`src/rtl/serial_frame_receiver_if.sv`:
```
// Serial frame receiver bus: strobed bit input, decoded byte and status out.
// master drives the line side, slave is the receiver.
interface serial_frame_receiver_if #(
    parameter int DATA_BITS = 8
);
    logic                 i_strobe;
    logic                 i_dat;
    logic [DATA_BITS-1:0] o_data;
    logic                 o_valid;
    logic                 o_err;
    logic                 o_busy;

    modport master (
        output i_strobe, i_dat,
        input  o_data, o_valid, o_err, o_busy
    );

    modport slave (
        input  i_strobe, i_dat,
        output o_data, o_valid, o_err, o_busy
    );
endinterface

```
`src/rtl/serial_frame_receiver.sv`:
```
// Start/data/parity/stop deserialiser sampling on one-cycle strobes,
// with an idle-timeout that aborts stalled frames.
module serial_frame_receiver #(
    parameter int DATA_BITS  = 8,
    parameter bit PARITY_ODD = 1'b1,
    parameter int TIMEOUT    = 1024
) (
    input  logic                   clk,
    input  logic                   i_sclr,
    input  logic                   i_en,
    serial_frame_receiver_if.slave bus
);
    localparam int BW = $clog2(DATA_BITS + 1);
    localparam int TW = $clog2(TIMEOUT);
    localparam logic [BW-1:0] LAST = BW'(DATA_BITS - 1);
    localparam logic [TW-1:0] TMAX = TW'(TIMEOUT - 1);

    typedef enum logic [1:0] {IDLE, DATA, PARITY, STOP} state_t;

    state_t               state_q, state_d;
    logic [DATA_BITS-1:0] sr_q, sr_d;
    logic [DATA_BITS-1:0] data_q, data_d;
    logic [BW-1:0]        bcnt_q, bcnt_d;
    logic [TW-1:0]        tcnt_q, tcnt_d;
    logic                 par_q, par_d;
    logic                 valid_q, valid_d;
    logic                 err_q, err_d;
    logic                 busy_q;
    logic                 stb;
    logic                 good;

    assign stb  = i_en & bus.i_strobe;
    assign good = bus.i_dat & ((^sr_q ^ par_q) == PARITY_ODD);

    always_comb begin
        state_d = state_q;
        sr_d    = sr_q;
        data_d  = data_q;
        bcnt_d  = bcnt_q;
        tcnt_d  = tcnt_q;
        par_d   = par_q;
        valid_d = 1'b0;
        err_d   = 1'b0;
        if (i_en && state_q != IDLE) begin
            if (stb) begin
                tcnt_d = '0;
            end else if (tcnt_q == TMAX) begin
                // stalled frame: abort and report
                state_d = IDLE;
                err_d   = 1'b1;
                tcnt_d  = '0;
                bcnt_d  = '0;
            end else begin
                tcnt_d = tcnt_q + 1'b1;
            end
        end
        if (stb) begin
            unique case (state_q)
                IDLE: begin
                    if (!bus.i_dat) begin
                        state_d = DATA;
                        bcnt_d  = '0;
                        tcnt_d  = '0;
                    end
                end
                DATA: begin
                    sr_d = sr_q >> 1;
                    sr_d[DATA_BITS-1] = bus.i_dat;
                    bcnt_d = bcnt_q + 1'b1;
                    if (bcnt_q == LAST) state_d = PARITY;
                end
                PARITY: begin
                    par_d   = bus.i_dat;
                    state_d = STOP;
                end
                STOP: begin
                    state_d = IDLE;
                    if (good) begin
                        data_d  = sr_q;
                        valid_d = 1'b1;
                    end else begin
                        err_d = 1'b1;
                    end
                end
            endcase
        end
    end

    always_ff @(posedge clk) begin
        if (i_sclr) begin
            state_q <= IDLE;
            sr_q    <= '0;
            data_q  <= '0;
            bcnt_q  <= '0;
            tcnt_q  <= '0;
            par_q   <= 1'b0;
            valid_q <= 1'b0;
            err_q   <= 1'b0;
            busy_q  <= 1'b0;
        end else begin
            state_q <= state_d;
            sr_q    <= sr_d;
            data_q  <= data_d;
            bcnt_q  <= bcnt_d;
            tcnt_q  <= tcnt_d;
            par_q   <= par_d;
            valid_q <= valid_d;
            err_q   <= err_d;
            busy_q  <= (state_d != IDLE);
        end
    end

    assign bus.o_data  = data_q;
    assign bus.o_valid = valid_q;
    assign bus.o_err   = err_q;
    assign bus.o_busy  = busy_q;
endmodule

```
`src/flat_wrapper.sv`:
```
// flat-port wrapper written by rule: the top's interface ports become plain ports
module serial_frame_receiver_flat 
#(
    parameter int DATA_BITS  = 8,
    parameter bit PARITY_ODD = 1'b1,
    parameter int TIMEOUT    = 1024
)
  (clk, i_sclr, i_en, bus_i_strobe, bus_i_dat, bus_o_data, bus_o_valid, bus_o_err, bus_o_busy);
  serial_frame_receiver_if #(.DATA_BITS(DATA_BITS)) bus_i ();
  input  logic clk;
  input  logic i_sclr;
  input  logic i_en;
  input wire logic [$bits(bus_i.i_strobe)-1:0] bus_i_strobe;
  input wire logic [$bits(bus_i.i_dat)-1:0] bus_i_dat;
  output wire logic [$bits(bus_i.o_data)-1:0] bus_o_data;
  output wire logic [$bits(bus_i.o_valid)-1:0] bus_o_valid;
  output wire logic [$bits(bus_i.o_err)-1:0] bus_o_err;
  output wire logic [$bits(bus_i.o_busy)-1:0] bus_o_busy;
  assign bus_i.i_strobe = bus_i_strobe;
  assign bus_i.i_dat = bus_i_dat;
  assign bus_o_data = bus_i.o_data;
  assign bus_o_valid = bus_i.o_valid;
  assign bus_o_err = bus_i.o_err;
  assign bus_o_busy = bus_i.o_busy;
  serial_frame_receiver #(.DATA_BITS(DATA_BITS), .PARITY_ODD(PARITY_ODD), .TIMEOUT(TIMEOUT)) u_core (.clk(clk), .i_sclr(i_sclr), .i_en(i_en), .bus(bus_i));
endmodule
```
`config.mk`:
```
export PLATFORM = sky130hd
export DESIGN_NAME = serial_frame_receiver_flat
export DESIGN_NICKNAME = d
export VERILOG_FILES = /design/src/rtl/serial_frame_receiver_if.sv /design/src/rtl/serial_frame_receiver.sv /design/src/flat_wrapper.sv
export SDC_FILE = /design/constraint.sdc
export NUM_CORES = 1
export LEC_CHECK = 0
export CORE_MARGIN = 2
export CORE_UTILIZATION = 50
export DETAILED_ROUTE_END_ITERATION = 12
export GPL_TIMING_DRIVEN = 0
export PLACE_DENSITY_LB_ADDON = 0.12
export SLEW_MARGIN = 10
export SYNTH_ARGS = -nofsm -noshare
export SYNTH_HDL_FRONTEND = slang
export SYNTH_SLANG_ARGS = --single-unit
```
`constraint.sdc`:
```
create_clock -name clk -period 1.9 [get_ports clk]
set_input_delay 0.19 -clock clk [delete_from_list [all_inputs] [get_ports clk]]
set_output_delay 0.19 -clock clk [all_outputs]
set_load 0.03 [all_outputs]
```
==> results of run 1 <==
## what timing repair did
action,CTS,global route
endpoints found under the setup margin,14,9
cloned,0,0
pin swaps,0,1
gates resized for setup,1,4
buffers inserted,1,1
## per-stage QoR
stage,worst slack (ps),utilization,cell area [sq um]
final,74.3,0.607,2010
after CTS,6.74,0.603,2000
after global routing,-29.4,0.607,2010
after global placement,-373,0.571,1890
after detailed placement,-415,0.571,1890
after floorplan,64.2,-,1700
## worst max-delay path: cells and delay by family, from the launching register on
family	cells	cell delay (ps)
xor+xnor	1	450
buf+inv	1	160
flops	1	360
mux	2	360
simple gates	1	440
## final cells by class
class,count,area [sq um],share of cell area
plain buffers,8,32.5,0.0162
flip-flops and latches,36,724,0.361
clock buffers,5,37.5,0.0187
well taps,46,57.6,0.0286
inverters,4,15.0,0.00747
multi-input cells,154,942,0.469
clock inverters,3,42.5,0.0212
repair buffers,15,158,0.0785
## per-layer routing
metal | vias up | GRT usage | part of all wire | routed length, microns
met3 | 7 | 0.0362 | 0.044 | 154
li1 | 750 | - | - | -
met4 | 0 | 0.111 | 0.023 | 80
met1 | 697 | 0.236 | 0.46 | 1630
met2 | 36 | 0.337 | 0.47 | 1660
met5 | - | 0 | 0 | 0
## flip-flops by register name (all words and copies together) (netlist names)
| signal | cells |
|---|---|
| u_core.par_q | 1 |
| u_core.bus.o_err | 1 |
| u_core.bus.o_valid | 1 |
| u_core.tcnt_q | 10 |
| u_core.bus.o_data | 8 |
| u_core.state_q | 2 |
| u_core.bus.o_busy | 1 |
| u_core.sr_q | 8 |
| u_core.bcnt_q | 4 |
## power by group through the flow
stage               Clock (mW)  Sequential [mW]  Combinational [mW]
floorplan                    0            0.779              0.0445
global placement             0            0.777              0.0661
detailed placement           0            0.777              0.0675
CTS                      0.550            0.760              0.0694
global route             0.588            0.761              0.0788
finish                   0.541            0.760              0.0706
## layout by cell type (no fill, tap or decap), drive strengths merged, types with 2 or more instances in the layout
master,netlist,routed
a211oi,2,2
buf,2,4
nor2,19,19
a21oi,16,16
o21ai,3,3
mux2i,9,9
xor2,2,2
nor3,6,6
dfxtp,36,36
clkbuf,6,11
nand2,42,42
xnor2,8,8
nand4,2,2
and4,3,3
ha,2,2
clkdlybuf4s50,0,13
nand4b,2,2
a31oi,6,6
and2,2,2
inv,3,3
nand3,8,8
clkinv,1,2
nand3b,5,5
## logic make-up after synthesis
| family | after synthesis | synth area share |
|---|---|---|
| buffers and inverters | 12 | 0.0279 |
| AND/OR/NAND/NOR | 95 | 0.266 |
| flip-flops | 36 | 0.424 |
| XOR/XNOR | 12 | 0.0787 |
| multiplexers | 9 | 0.0603 |
| adder cells (fa/ha/maj) | 2 | 0.0147 |
| AO/OA/AOI/OAI | 36 | 0.129 |
## worst min-delay path by stage
stage,endpoint,slack (ps)
after floorplan,u_core.sr_q[7],330
after global placement,u_core.bus.o_data[1],440
after detailed placement,u_core.bus.o_data[6],450
after CTS,u_core.bus.o_busy,170
after global routing,u_core.bus.o_busy,200
final,u_core.bus.o_busy,170
==> flow_metrics.env, run 1 <==
export IMPL_cts_hold_buf=0
export IMPL_yosysMostFrequentCell="nand2_1"
export IMPL_cts_tree="yes"
export IMPL_critPathCapture="u_core.bus.o_data[0]"
export IMPL_setup_tns_final_ps=0
export IMPL_clockBufferDepth=2
export IMPL_vdd_ir_drop_max_mv=0.382
export IMPL_worst_hold_path_num_cells=3
export IMPL_cts_made_buffers=5
export IMPL_die_area_sq_mm=0.00389
export IMPL_crit_path_start_kind="register"
export IMPL_drive_gt1_frac=0.0889
export IMPL_path_cells="xor3_2 > or4_4 > mux2i_4 > buf_12 > mux2i_1"
export IMPL_synth_area_leaders="dfxtp_1 42%, nand2_1 9.3%, a21oi_1 4.7%"
export IMPL_rr_startpoint="u_core.sr_q[0]"
export IMPL_maxSlewHeadroom=0.552
export IMPL_syn_area_sq_mm=0.00170
export IMPL_antenna_found_initial=0
export IMPL_setup_violations=0
export IMPL_drv_slew=0
export IMPL_antenna_diode_count=0
export IMPL_status="complete, no violations"
export IMPL_rsz0062_at_grt="true"
export IMPL_finalPower_mw=1.37
export IMPL_synth_edf_count=0
export IMPL_gp_congestion=0.872
export IMPL_worst_path_largest_cell_delay_ps=450
export IMPL_async_flop_share=0
export IMPL_path_clk_slew_ps=110
export IMPL_vias=1490
export IMPL_netlist_instances=202
export IMPL_core_sq_mm=0.00331
export IMPL_period_needed_ps=1830
export IMPL_max_cap_viol_count=0
export IMPL_grt_ovfl_total=0
export IMPL_synthesis_nets=209
export IMPL_path_max_fanout=9
export IMPL_combPwrFrac=0.051
export IMPL_clock_sinks=36
export IMPL_fin_skew_ps=5.71
export IMPL_cp_required_ps=2190
export IMPL_r2r_slack_ps=70
export IMPL_clk_latency_ps=350
export IMPL_cp_startpoint="u_core.sr_q[0]"
export IMPL_p_switching_mw=0.318
export IMPL_post_route_period_util=0.961
export IMPL_switching_share=0.232
export IMPL_clkPwrFrac=0.395
export IMPL_clockRootBuffer="clkbuf_4"
export IMPL_grt_first_pass_wirelength_microns=6220
export IMPL_yosysWarnings=0
export IMPL_io_pins=16
export IMPL_wl_microns=3520
export IMPL_yosysSeqAreaShare=0.424
export IMPL_whs_ps=169
export IMPL_yosys_area_top_type_share=0.424
export IMPL_crit_reg2reg_capture="u_core.bus.o_data[0]"
export IMPL_hold_viol=0
export IMPL_worst_slew_pin_slew_ps=668
export IMPL_seqPwrFrac=0.554
export IMPL_holdCritStartpoint="i_en"
export IMPL_synth_cell_types=42
export IMPL_crit_slowest_cell="xor3_2"
export IMPL_ys_flop_type="dfxtp_1"
export IMPL_drc=0
export IMPL_nets=231
export IMPL_grt_max_degree=13
export IMPL_critPathKind="reg2reg"
export IMPL_synth_seq_cells=36
export IMPL_place_inst=261
export IMPL_rows=21
export IMPL_cp_data_arrival_time_ps=2120
export IMPL_end_kind="register"
export IMPL_drtAntennaViolNets=0
export IMPL_portBuffers=13
export IMPL_nFillCells=325
export IMPL_p_per_area_mw_per_mm2=683
export IMPL_track_usage=0.198
export IMPL_hold_path_class="in2reg"
export IMPL_p_int_mw=1.05
export IMPL_fmax_mhz=548
export IMPL_dp_hpwl_microns=2480
export IMPL_die_height_microns=62.3
export IMPL_routedWlPerCell_microns=13.0
export IMPL_synth_top_cell_by_area="dfxtp_1"
export IMPL_synthTopCellsByCount="42 x nand2_1, 36 x dfxtp_1, 19 x nor2_1"
export IMPL_detail_route_iter0_violations=50
export IMPL_vias_per_cell=5.50
export IMPL_dr_pass1_iters=5
export IMPL_cts_max_level=2
export IMPL_leakage_nw=0.667
export IMPL_area_growth_pct=18.1
export IMPL_r2r_worst_path_cells=5
export IMPL_start_util=0.514
export IMPL_syn_avg_cell_area_sq_um=8.42
export IMPL_die_x_microns=62.3
export IMPL_grt_pass1_vias=1479
export IMPL_instances_no_fill=271
No activity file was read; power rests on OpenSTA's default activity.
==> run 2: changes to the inputs <==
CAP_MARGIN = 0   (was default)
==> results of run 2 <==
No change in the layout: final DEF, timing and power equal those of run 1.
==> run 3: changes to the inputs <==
ABC_AREA = 1   (was default)
DONT_BUFFER_PORTS = 1   (was default)
==> run 3 against run 2 <==
  * Synthesized cell count rose by 27%
  * Area after synthesis rose by 8.2%
  * Flip-flop and latch count did not move
  * Sequential power rose by 3.8%
  * Global-route usage rose by 0.44 points
  * Final cell count rose by 16%
  * Critical path depth rose by 5
  * Combinational power rose by 110%
  * Register-to-register slack improved by 120 ps
  * Hold slack got worse by 64 ps
  * Core utilization fell by 4.4 points
==> flow_metrics.env, run 3 <==
export IMPL_grt_use_met3=0.0538
export IMPL_path_max_fanout=4
export IMPL_syn_avg_cell_area_sq_um=7.16
export IMPL_routedWlPerCell_microns=11.8
export IMPL_critPathKind="reg2reg"
export IMPL_leakage_nw=0.895
export IMPL_dr_pass1_iters=4
export IMPL_netlist_instances=257
export IMPL_worst_hold_path_num_cells=2
export IMPL_synth_seq_cells=36
export IMPL_yosysWarnings=0
export IMPL_grt_busiest_layer="met2"
export IMPL_drive_gt1_frac=0.150
export IMPL_wl_microns=3720
export IMPL_final_common_cell="nand2_1"
export IMPL_clock_sinks=36
export IMPL_setup_violations=0
export IMPL_largest_reg_flops=10
export IMPL_vias=1561
export IMPL_drtAntennaViolNets=0
export IMPL_top_register="u_core.tcnt_q"
export IMPL_async_flop_share=0
export IMPL_synth_area_leaders="dfxtp_1 39%, nand2_1 11%, inv_1 6.9%"
export IMPL_synth_edf_count=0
export IMPL_maxSlewHeadroom=0.712
export IMPL_crit_path_start_kind="register"
export IMPL_fmax_mhz=588
export IMPL_crit_family="simple AND/OR/NAND/NOR gates"
export IMPL_synth_top_cell_by_area="dfxtp_1"
export IMPL_final_cell_mix="56 x nand2_1, 36 x dfxtp_1, 34 x inv_1, 33 x nor2_1, 17 x a21oi_1"
export IMPL_vdd_ir_drop_max_mv=0.474
export IMPL_period_needed_ps=1700
export IMPL_fin_skew_ps=3.68
export IMPL_end_kind="register"
export IMPL_syn_area_sq_mm=0.00184
export IMPL_setup_tns_final_ps=0
export IMPL_track_usage=0.203
export IMPL_finalPower_mw=1.61
export IMPL_yosysMostFrequentCell="nand2_1"
export IMPL_grt_ovfl_total=0
export IMPL_grt_use_met1=0.246
export IMPL_ys_flop_type="dfxtp_1"
export IMPL_cp_data_arrival_time_ps=1890
export IMPL_r2r_worst_path_cells=10
export IMPL_crit_buf_inv=0
export IMPL_yosysSeqAreaShare=0.392
export IMPL_gp_congestion=0.763
export IMPL_post_route_period_util=0.895
export IMPL_hold_viol=0
export IMPL_nets=272
export IMPL_nFillCells=371
export IMPL_rows=22
export IMPL_io_pins=16
export IMPL_hold_path_class="in2reg"
export IMPL_path_cells="ha_1 > nand2_1 > nor2_2 > nand2_1 > nor2_4 > nand3_2 > o21ai_2 > nand2_1 > a22oi_1 > nor2_1"
export IMPL_cp_common_cell="nand2_1"
export IMPL_yosys_area_top_type_share=0.392
export IMPL_drc=0
export IMPL_instances_no_fill=314
export IMPL_antenna_diode_count=0
export IMPL_synthTopCellsByCount="56 x nand2_1, 36 x dfxtp_1, 34 x inv_1, 34 x nor2_1, 17 x a21oi_1"
export IMPL_place_inst=305
export IMPL_core_sq_mm=0.00361
export IMPL_grt_pass1_vias=1538
export IMPL_path_clk_slew_ps=70
export IMPL_cts_made_buffers=5
export IMPL_area_growth_pct=10.3
export IMPL_vias_per_cell=4.97
export IMPL_synth_cell_types=41
export IMPL_register_area_sq_um=721
export IMPL_clk_latency_ps=290
export IMPL_max_cap_viol_count=0
export IMPL_clockBufferDepth=2
export IMPL_cts_max_level=2
export IMPL_crit_slowest_cell="dfxtp_1"
export IMPL_worst_slew_pin_slew_ps=432
export IMPL_drv_slew=0
export IMPL_die_height_microns=64.7
export IMPL_start_util=0.510
export IMPL_dp_hpwl_microns=2660
export IMPL_synthesis_nets=264
export IMPL_die_x_microns=64.7
export IMPL_worst_path_largest_cell_delay_ps=380
export IMPL_antenna_found_initial=0
export IMPL_detail_route_iter0_violations=97
export IMPL_status="complete, no violations"
export IMPL_path_depth=10
export IMPL_cp_required_ps=2080
export IMPL_portBuffers=0
export IMPL_die_area_sq_mm=0.00418
export IMPL_use_met2=0.349
export IMPL_multi_input_area_sq_um=938
export IMPL_grt_first_pass_wirelength_microns=6540
export IMPL_p_per_area_mw_per_mm2=793
export IMPL_cts_tree="yes"
export IMPL_grt_max_degree=13
export IMPL_clockRootBuffer="clkbuf_8"
==> run 3: worst paths after layout <==
check / from / end / slack, ps
worst min-delay path: bus_i_dat / u_core.par_q / 100
worst max-delay path: u_core.tcnt_q[0] / u_core.bcnt_q[2] / 200
worst min register to register: u_core.tcnt_q[1] / u_core.tcnt_q[1] / 490
worst max register to register: u_core.tcnt_q[0] / u_core.bcnt_q[2] / 200
==> run 3: layer usage <==
| layer | vias to the layer above | wire (microns) |
|---|---|---|
| li1 | 843 | - |
| met1 | 680 | 1750 |
| met2 | 33 | 1740 |
| met3 | 5 | 182 |
| met4 | 0 | 38 |
| met5 | - | 0 |
==> run 3: area by class of cell <==
type / instances / area share
Buffer: 4 / 0.0179
Clock buffer: 5 / 0.0339
Clock inverter: 3 / 0.0210
Inverter: 40 / 0.0752
Multi-Input combinational cell: 177 / 0.462
Sequential cell: 36 / 0.355
Tap cell: 48 / 0.0296
Timing Repair Buffer: 1 / 0.00493
==> run 3: cell families (layout without fill, tap and decap cells) <==
group                    count (synthesis)  after routing  synth area share
adder cells (fa/ha/maj)                  2              2            0.0136
AO/OA/AOI/OAI                           48             48             0.149
flip-flops                              36             36             0.392
buffers and inverters                   44             53             0.103
XOR/XNOR                                 1              1           0.00476
AND/OR/NAND/NOR                        126            126             0.339
==> run 3: timing repair <==
action                     4_1_cts  5_1_grt
hold endpoints to repair         6        0
hold buffers                     1        0
gates resized for setup          0        2
setup buffers                    0        0
setup endpoints to repair        0        2
==> run 3: report_power, final <==
group | internal [mW] | switching [mW]
Clock | 0.388 | 0.281
Combinational | 0.0501 | 0.100
Sequential | 0.768 | 0.0205
Total | 1.21 | 0.402
==> run 3: metrics by stage <==
| step | cell area, sq um | hold WS [ps] | worst slack, ps | util |
|---|---|---|---|---|
| CTS | 2020 | 80.9 | 149 | 0.561 |
| global route | 2030 | 94.5 | -24.0 | 0.563 |
| finish | 2030 | 105 | 199 | 0.563 |
| global placement | 1900 | 264 | 174 | 0.527 |
| floorplan | 1840 | 259 | 370 | - |
| detailed placement | 1900 | 263 | 159 | 0.527 |
